### src/rtl/imm_gen_pkg.sv
// Shared types and opcode constants for the immediate generator.
package imm_gen_pkg;

  typedef enum logic [2:0] {
    FMT_NONE = 3'd0,
    FMT_I    = 3'd1,
    FMT_SH   = 3'd2,
    FMT_S    = 3'd3,
    FMT_B    = 3'd4,
    FMT_U    = 3'd5,
    FMT_J    = 3'd6
  } imm_fmt_e;

  localparam logic [6:0] OP_LOAD   = 7'b0000011;
  localparam logic [6:0] OP_IMM    = 7'b0010011;
  localparam logic [6:0] OP_JALR   = 7'b1100111;
  localparam logic [6:0] OP_STORE  = 7'b0100011;
  localparam logic [6:0] OP_BRANCH = 7'b1100011;
  localparam logic [6:0] OP_LUI    = 7'b0110111;
  localparam logic [6:0] OP_AUIPC  = 7'b0010111;
  localparam logic [6:0] OP_JAL    = 7'b1101111;

endpackage

### src/rtl/imm_decode_comb.sv
// Combinational RV32I/RV64I immediate decode: instruction word to
// sign-extended immediate, format code and no-immediate flag.
module imm_decode_comb
  import imm_gen_pkg::*;
#(
  parameter int XLEN = 32
) (
  input  logic [31:0]     inst_i,
  output logic [XLEN-1:0] imm_o,
  output imm_fmt_e        fmt_o,
  output logic            illegal_o
);

  logic [6:0] opcode;
  logic [2:0] funct3;
  logic [5:0] shamt;

  assign opcode = inst_i[6:0];
  assign funct3 = inst_i[14:12];

  // RV64 shifts use a 6-bit shamt; funct7 bits are deliberately excluded
  // so that SRAI reports only the shift amount.
  always_comb begin
    if (XLEN == 64) shamt = inst_i[25:20];
    else            shamt = {1'b0, inst_i[24:20]};
  end

  // Opcode decode; size casts of signed operands perform the sign extension.
  always_comb begin
    imm_o     = '0;
    fmt_o     = FMT_NONE;
    illegal_o = 1'b0;
    case (opcode)
      OP_LOAD, OP_JALR: begin
        fmt_o = FMT_I;
        imm_o = XLEN'($signed(inst_i[31:20]));
      end
      OP_IMM: begin
        if (funct3 == 3'b001 || funct3 == 3'b101) begin
          fmt_o = FMT_SH;
          imm_o = XLEN'(shamt);
        end else begin
          fmt_o = FMT_I;
          imm_o = XLEN'($signed(inst_i[31:20]));
        end
      end
      OP_STORE: begin
        fmt_o = FMT_S;
        imm_o = XLEN'($signed({inst_i[31:25], inst_i[11:7]}));
      end
      OP_BRANCH: begin
        fmt_o = FMT_B;
        imm_o = XLEN'($signed({inst_i[31], inst_i[7], inst_i[30:25],
                               inst_i[11:8], 1'b0}));
      end
      OP_LUI, OP_AUIPC: begin
        fmt_o = FMT_U;
        imm_o = XLEN'($signed({inst_i[31:12], 12'b0}));
      end
      OP_JAL: begin
        fmt_o = FMT_J;
        imm_o = XLEN'($signed({inst_i[31], inst_i[19:12], inst_i[20],
                               inst_i[30:21], 1'b0}));
      end
      default: begin
        illegal_o = 1'b1;
      end
    endcase
  end

endmodule

### src/rtl/imm_gen_pipe.sv
// Pipelined immediate generator: decode registered on acceptance, one
// main output register plus a skid register, illegal-opcode counter.
module imm_gen_pipe
  import imm_gen_pkg::*;
#(
  parameter int XLEN  = 32,
  parameter int TAG_W = 8,
  parameter int CNT_W = 8
) (
  input  logic             clk,
  input  logic             reset,
  input  logic             in_valid,
  output logic             in_ready,
  input  logic [31:0]      in_inst,
  input  logic [TAG_W-1:0] in_tag,
  output logic             out_valid,
  input  logic             out_ready,
  output logic [XLEN-1:0]  out_imm,
  output logic [2:0]       out_fmt,
  output logic             out_illegal,
  output logic [TAG_W-1:0] out_tag,
  output logic [CNT_W-1:0] illegal_cnt
);

  logic [XLEN-1:0]  dec_imm;
  imm_fmt_e         dec_fmt;
  logic             dec_illegal;

  logic             main_valid_q, main_valid_d;
  logic [XLEN-1:0]  main_imm_q, main_imm_d;
  imm_fmt_e         main_fmt_q, main_fmt_d;
  logic             main_ill_q, main_ill_d;
  logic [TAG_W-1:0] main_tag_q, main_tag_d;

  logic             skid_valid_q, skid_valid_d;
  logic [XLEN-1:0]  skid_imm_q, skid_imm_d;
  imm_fmt_e         skid_fmt_q, skid_fmt_d;
  logic             skid_ill_q, skid_ill_d;
  logic [TAG_W-1:0] skid_tag_q, skid_tag_d;

  logic [CNT_W-1:0] cnt_q, cnt_d;

  logic in_fire;
  logic main_free;

  imm_decode_comb #(.XLEN(XLEN)) u_decode (
    .inst_i    (in_inst),
    .imm_o     (dec_imm),
    .fmt_o     (dec_fmt),
    .illegal_o (dec_illegal)
  );

  // in_ready comes straight from the skid flop, so out_ready never
  // reaches it combinationally.
  assign in_ready  = !skid_valid_q;
  assign in_fire   = in_valid && in_ready;
  assign main_free = !main_valid_q || out_ready;

  // Gated by reset so no output handshake completes in the reset cycle.
  assign out_valid   = main_valid_q && !reset;
  assign out_imm     = main_imm_q;
  assign out_fmt     = main_fmt_q;
  assign out_illegal = main_ill_q;
  assign out_tag     = main_tag_q;
  assign illegal_cnt = cnt_q;

  // Next-state for main/skid entries: skid drains first to keep order.
  always_comb begin
    main_valid_d = main_valid_q;
    main_imm_d   = main_imm_q;
    main_fmt_d   = main_fmt_q;
    main_ill_d   = main_ill_q;
    main_tag_d   = main_tag_q;
    skid_valid_d = skid_valid_q;
    skid_imm_d   = skid_imm_q;
    skid_fmt_d   = skid_fmt_q;
    skid_ill_d   = skid_ill_q;
    skid_tag_d   = skid_tag_q;
    if (main_free) begin
      if (skid_valid_q) begin
        main_valid_d = 1'b1;
        main_imm_d   = skid_imm_q;
        main_fmt_d   = skid_fmt_q;
        main_ill_d   = skid_ill_q;
        main_tag_d   = skid_tag_q;
        skid_valid_d = 1'b0;
      end else if (in_fire) begin
        main_valid_d = 1'b1;
        main_imm_d   = dec_imm;
        main_fmt_d   = dec_fmt;
        main_ill_d   = dec_illegal;
        main_tag_d   = in_tag;
      end else begin
        main_valid_d = 1'b0;
      end
    end else if (in_fire) begin
      skid_valid_d = 1'b1;
      skid_imm_d   = dec_imm;
      skid_fmt_d   = dec_fmt;
      skid_ill_d   = dec_illegal;
      skid_tag_d   = in_tag;
    end
  end

  // Saturating count of accepted illegal opcodes.
  always_comb begin
    cnt_d = cnt_q;
    if (in_fire && dec_illegal && cnt_q != {CNT_W{1'b1}}) begin
      cnt_d = cnt_q + CNT_W'(1);
    end
  end

  // State registers with synchronous reset.
  always_ff @(posedge clk) begin
    if (reset) begin
      main_valid_q <= 1'b0;
      main_imm_q   <= '0;
      main_fmt_q   <= FMT_NONE;
      main_ill_q   <= 1'b0;
      main_tag_q   <= '0;
      skid_valid_q <= 1'b0;
      skid_imm_q   <= '0;
      skid_fmt_q   <= FMT_NONE;
      skid_ill_q   <= 1'b0;
      skid_tag_q   <= '0;
      cnt_q        <= '0;
    end else begin
      main_valid_q <= main_valid_d;
      main_imm_q   <= main_imm_d;
      main_fmt_q   <= main_fmt_d;
      main_ill_q   <= main_ill_d;
      main_tag_q   <= main_tag_d;
      skid_valid_q <= skid_valid_d;
      skid_imm_q   <= skid_imm_d;
      skid_fmt_q   <= skid_fmt_d;
      skid_ill_q   <= skid_ill_d;
      skid_tag_q   <= skid_tag_d;
      cnt_q        <= cnt_d;
    end
  end

endmodule

### config.mk
export PLATFORM = sky130hd
export DESIGN_NAME = imm_gen_pipe
export DESIGN_NICKNAME = d
export VERILOG_FILES = /design/src/rtl/imm_gen_pkg.sv /design/src/rtl/imm_decode_comb.sv /design/src/rtl/imm_gen_pipe.sv
export SDC_FILE = /design/constraint.sdc
export NUM_CORES = 1
export LEC_CHECK = 0
export CAP_MARGIN = 20
export CELL_PAD_IN_SITES_DETAIL_PLACEMENT = 1
export CELL_PAD_IN_SITES_GLOBAL_PLACEMENT = 1
export CORE_ASPECT_RATIO = 1.5
export CORE_MARGIN = 8
export CORE_UTILIZATION = 34
export DETAILED_ROUTE_END_ITERATION = 6
export GPL_TIMING_DRIVEN = 0
export PLACE_DENSITY_LB_ADDON = 0.3
export SLEW_MARGIN = 15
export SYNTH_ARGS = -nofsm -noshare
export SYNTH_HDL_FRONTEND = slang
export SYNTH_SLANG_ARGS = --single-unit
export TNS_END_PERCENT = 1
### constraint.sdc
create_clock -name clk -period 2.02 [get_ports clk]
set_clock_uncertainty 0.2 [all_clocks]
set_input_delay 0.303 -clock clk [delete_from_list [all_inputs] [get_ports clk]]
set_output_delay 0.303 -clock clk [all_outputs]
set_load 0.05 [all_outputs]
==> impl_metrics.tcl <==
set metrics [dict create \
    outcome "complete, but fails checks" \
    violations "setup timing" \
    sw_frac_of_total_pct 29.8 \
    final_cell_mix "dfxtp_1 (92), nand2_1 (63), nor2_1 (51), clkdlybuf4s50_1 (40), a21oi_1 (33)" \
    place_congestion 0.910 \
    overflow 0 \
    postSynth.asyncResetShare_pct 0 \
    clk_path_buf_depth 2 \
    fin_area_sq_um 6310 \
    drive_above_1_share_pct 19.0 \
    placed_cell_area_sq_um 5740 \
    vias_per_cell 5.63 \
    drtIter0Drc 157 \
    yosysWarnings 0 \
    track_usage_pct 18.9 \
    worstMarginPinSlew_ns 0.635 \
    syn_avg_cell_area_sq_um 8.68 \
    synth_cell_types 55 \
    rows 52 \
    period_needed_ns 2.12 \
    worst_skew_pair.late_latency_ns 0.35 \
    synth-edff-count 0 \
    root_buffer "clkbuf_16" \
    synthCells 525 \
    dr.pass1.iters 4 \
    final_common_cell "dfxtp_1" \
    period_share_pct 105 \
    numClockSinks 98 \
    wire_per_inst_um 20.9 \
    num_vias 4534 \
    nNetsFinal 683 \
    hold_viol 0 \
    cp-end-kind "register" \
    yosys_most_used_dff "dfxtp_1" \
    cts_buffers 9 \
    synth_nets 570 \
    ys_ff_latch 98 \
    syn2layout_area_growth_pct 38.5 \
    fin_cells 805 \
    maxCapViolCount 0 \
    critPathMaxStageDelay_ns 0.60 \
    grt_pass1_wl_mm 26.5 \
    p_switching_mw 1.35 \
    crit_type "in -> reg" \
    ir_drop_mv 0.357 \
    combPwrFrac_pct 16.9 \
    synth_xor_area_share_pct 0.961 \
    cts_hold_buf 0 \
    synth_compound_area_share_pct 29.2 \
    worstPathMaxFanout 7 \
    worstSetupStartpoint "in_inst[5]" \
    cp-start-kind "primary input" \
    worstHoldStart "skid_tag_q[5]$_SDFFE_PP0P_" \
    dp_hpwl_mm 12.6 \
    clkTransAtPathRegs_ns 0.08 \
    rsz0062_at_grt "true" \
    synth.top_cell.area_share_pct 43.1 \
    h-tree-depth 3 \
    synthTopCellsByArea "dfxtp_1 (43%), a221oi_2 (5.6%), nand2_1 (5.4%)" \
    ios 98 \
    synthSimpleGateAreaFrac_pct 18.8 \
    setup_viol 28 \
    crit_chain "clkdlybuf4s15_2 > or3_4 > or4b_4 > nand2_4 > a21oi_4 > buf_6 > a221oi_2" \
    path_delay_family "simple AND/OR/NAND/NOR gates" \
    relSlewSlack_pct 57.7 \
    die_area_sq_um 17400 \
    die_x_um 111 \
    yosysTopAreaCell "dfxtp_1" \
    drtAntennaViolNets 0 \
    drc_errors 0 \
    tritoncts "yes" \
    crit_slowest_cell "or4b_4" \
    powerDensity_nw_per_um2 715 \
    core-area_sq_um 13300 \
    fin_ws_ns -0.103 \
    seqPwrFrac_pct 45.2 \
    initial_core_util_pct 34.3 \
    r2r_start "illegal_cnt[0]$_SDFFE_PP0P_" \
    synth_fa_ha_area_share_pct 0.275 \
    synth_top_family_by_area "compound AO/OA/AOI/OAI gates" \
    required_ns 2.08 \
    hold_path.class "reg -> reg" \
    max_freq_ghz 0.471 \
    yosysSeqAreaShare_pct 43.1 \
    totalWireLength_mm 16.8 \
    p_int_mw 3.17 \
    placedCellCount 783 \
    antenna_found_initial 0 \
    slew_violations 0 \
    die_h_um 158 \
    clockPowerShare_pct 37.8 \
    syn-cell-area_sq_um 4560 \
    grt_pass1_vias 5001 \
    hold_ws_ns 0.260 \
    cp_num_buf_inv 2 \
    fin_tns_setup_ns -1.42 \
    port_buffers 96 \
    synth_mux_area_share_pct 2.55 \
    grt_max_degree 19 \
    place_ws_ns -0.986 \
    arrival_ns 2.18 \
    p_leak_nw 2.65 \
    insertedDiodeCount 0 \
]
==> cells in the mapped netlist (all sizes together), types with 3 or more instances <==
library cell / instances
a21oi: 36
nor3: 9
nor2b: 10
a22oi: 11
nor4: 3
a31oi: 3
o22ai: 3
nor2: 54
clkbuf: 34
nand3b: 3
dfxtp: 98
buf: 6
xnor2: 5
nand3: 8
inv: 15
and3: 8
or3: 3
a32oi: 15
a211oi: 29
or2: 3
o21ai: 47
and2: 3
mux2i: 9
a221oi: 19
nand2: 66
==> layer usage <==
metal | part of all wire (%) | GRT usage, % | vias to the layer above
met2 | 54 | 35.8 | 135
li1 | - | - | 2146
met3 | 4.9 | 3.41 | 38
met5 | 0 | 0 | -
met1 | 38 | 18.9 | 2215
met4 | 3.6 | 10.7 | 0
==> worst paths after layout <==
check | slack [ns] | end | depth (start not counted)
min reg2reg | 0.26 | skid_tag_q[5]$_SDFFE_PP0P_ | 2
max reg2reg | 0.09 | illegal_cnt[5]$_SDFFE_PP0P_ | 6
max | -0.10 | skid_imm_q[30]$_SDFFE_PP0P_ | 7
min | 0.26 | skid_tag_q[5]$_SDFFE_PP0P_ | 2
==> stage by stage <==
step                power (mW)  utilization (%)
floorplan                 2.51                -
global placement          2.80             43.2
detailed placement        2.82             43.2
CTS                       4.53             46.7
global route              4.67             47.5
finish                    4.51             47.5
==> tightest hold or removal path: stages, from the launching register on <==
cell and delay (ns):
dfxtp_1 0.32, nand2_1 0.05, a21oi_1 0.05
==> logic make-up (layout without fill, tap and decap cells) <==
| kind of cell | Yosys count | in the layout |
|---|---|---|
| buf+inv | 55 | 173 |
| compound gates | 174 | 174 |
| simple gates | 181 | 181 |
| mux | 11 | 11 |
| flops | 98 | 98 |
| xor+xnor | 5 | 5 |
| fa+ha+maj | 1 | 1 |
==> power by group through the flow <==
| stage | clock [mW] | combinational (mW) | sequential [mW] |
|---|---|---|---|
| 2_1_floorplan | 0 | 0.289 | 2.22 |
| 3_3_place_gp | 0 | 0.715 | 2.08 |
| 3_5_place_dp | 0 | 0.733 | 2.09 |
| 4_1_cts | 1.73 | 0.757 | 2.04 |
| 5_1_grt | 1.81 | 0.813 | 2.05 |
| 6_report | 1.71 | 0.763 | 2.04 |
==> registers in the layout, summed over array words and instances, names as in the netlist <==
register / count
out_imm: 32
illegal_cnt: 8
out_illegal: 1
skid_valid_q: 1
skid_ill_q: 1
skid_imm_q: 32
main_valid_q: 1
out_fmt: 3
out_tag: 8
skid_fmt_q: 3
skid_tag_q: 8
==> what timing repair did <==
item                                    in CTS  in global routing
resized for setup                           97                 54
gates cloned                                 2                  0
endpoints found under the setup margin     121                107
pin swaps                                   10                  2
buffers inserted                             5                  0
==> cell type report <==
cell class	count	area (sq um)
repair buffers	103	1040
well taps	162	203
clock inverters	6	55.1
fillers	1576	6960
inverters	15	56.3
plain buffers	39	228
multi-input cells	372	2510
flip-flops and latches	98	1970
clock buffers	10	239
Power figures use the tool's default switching activity.
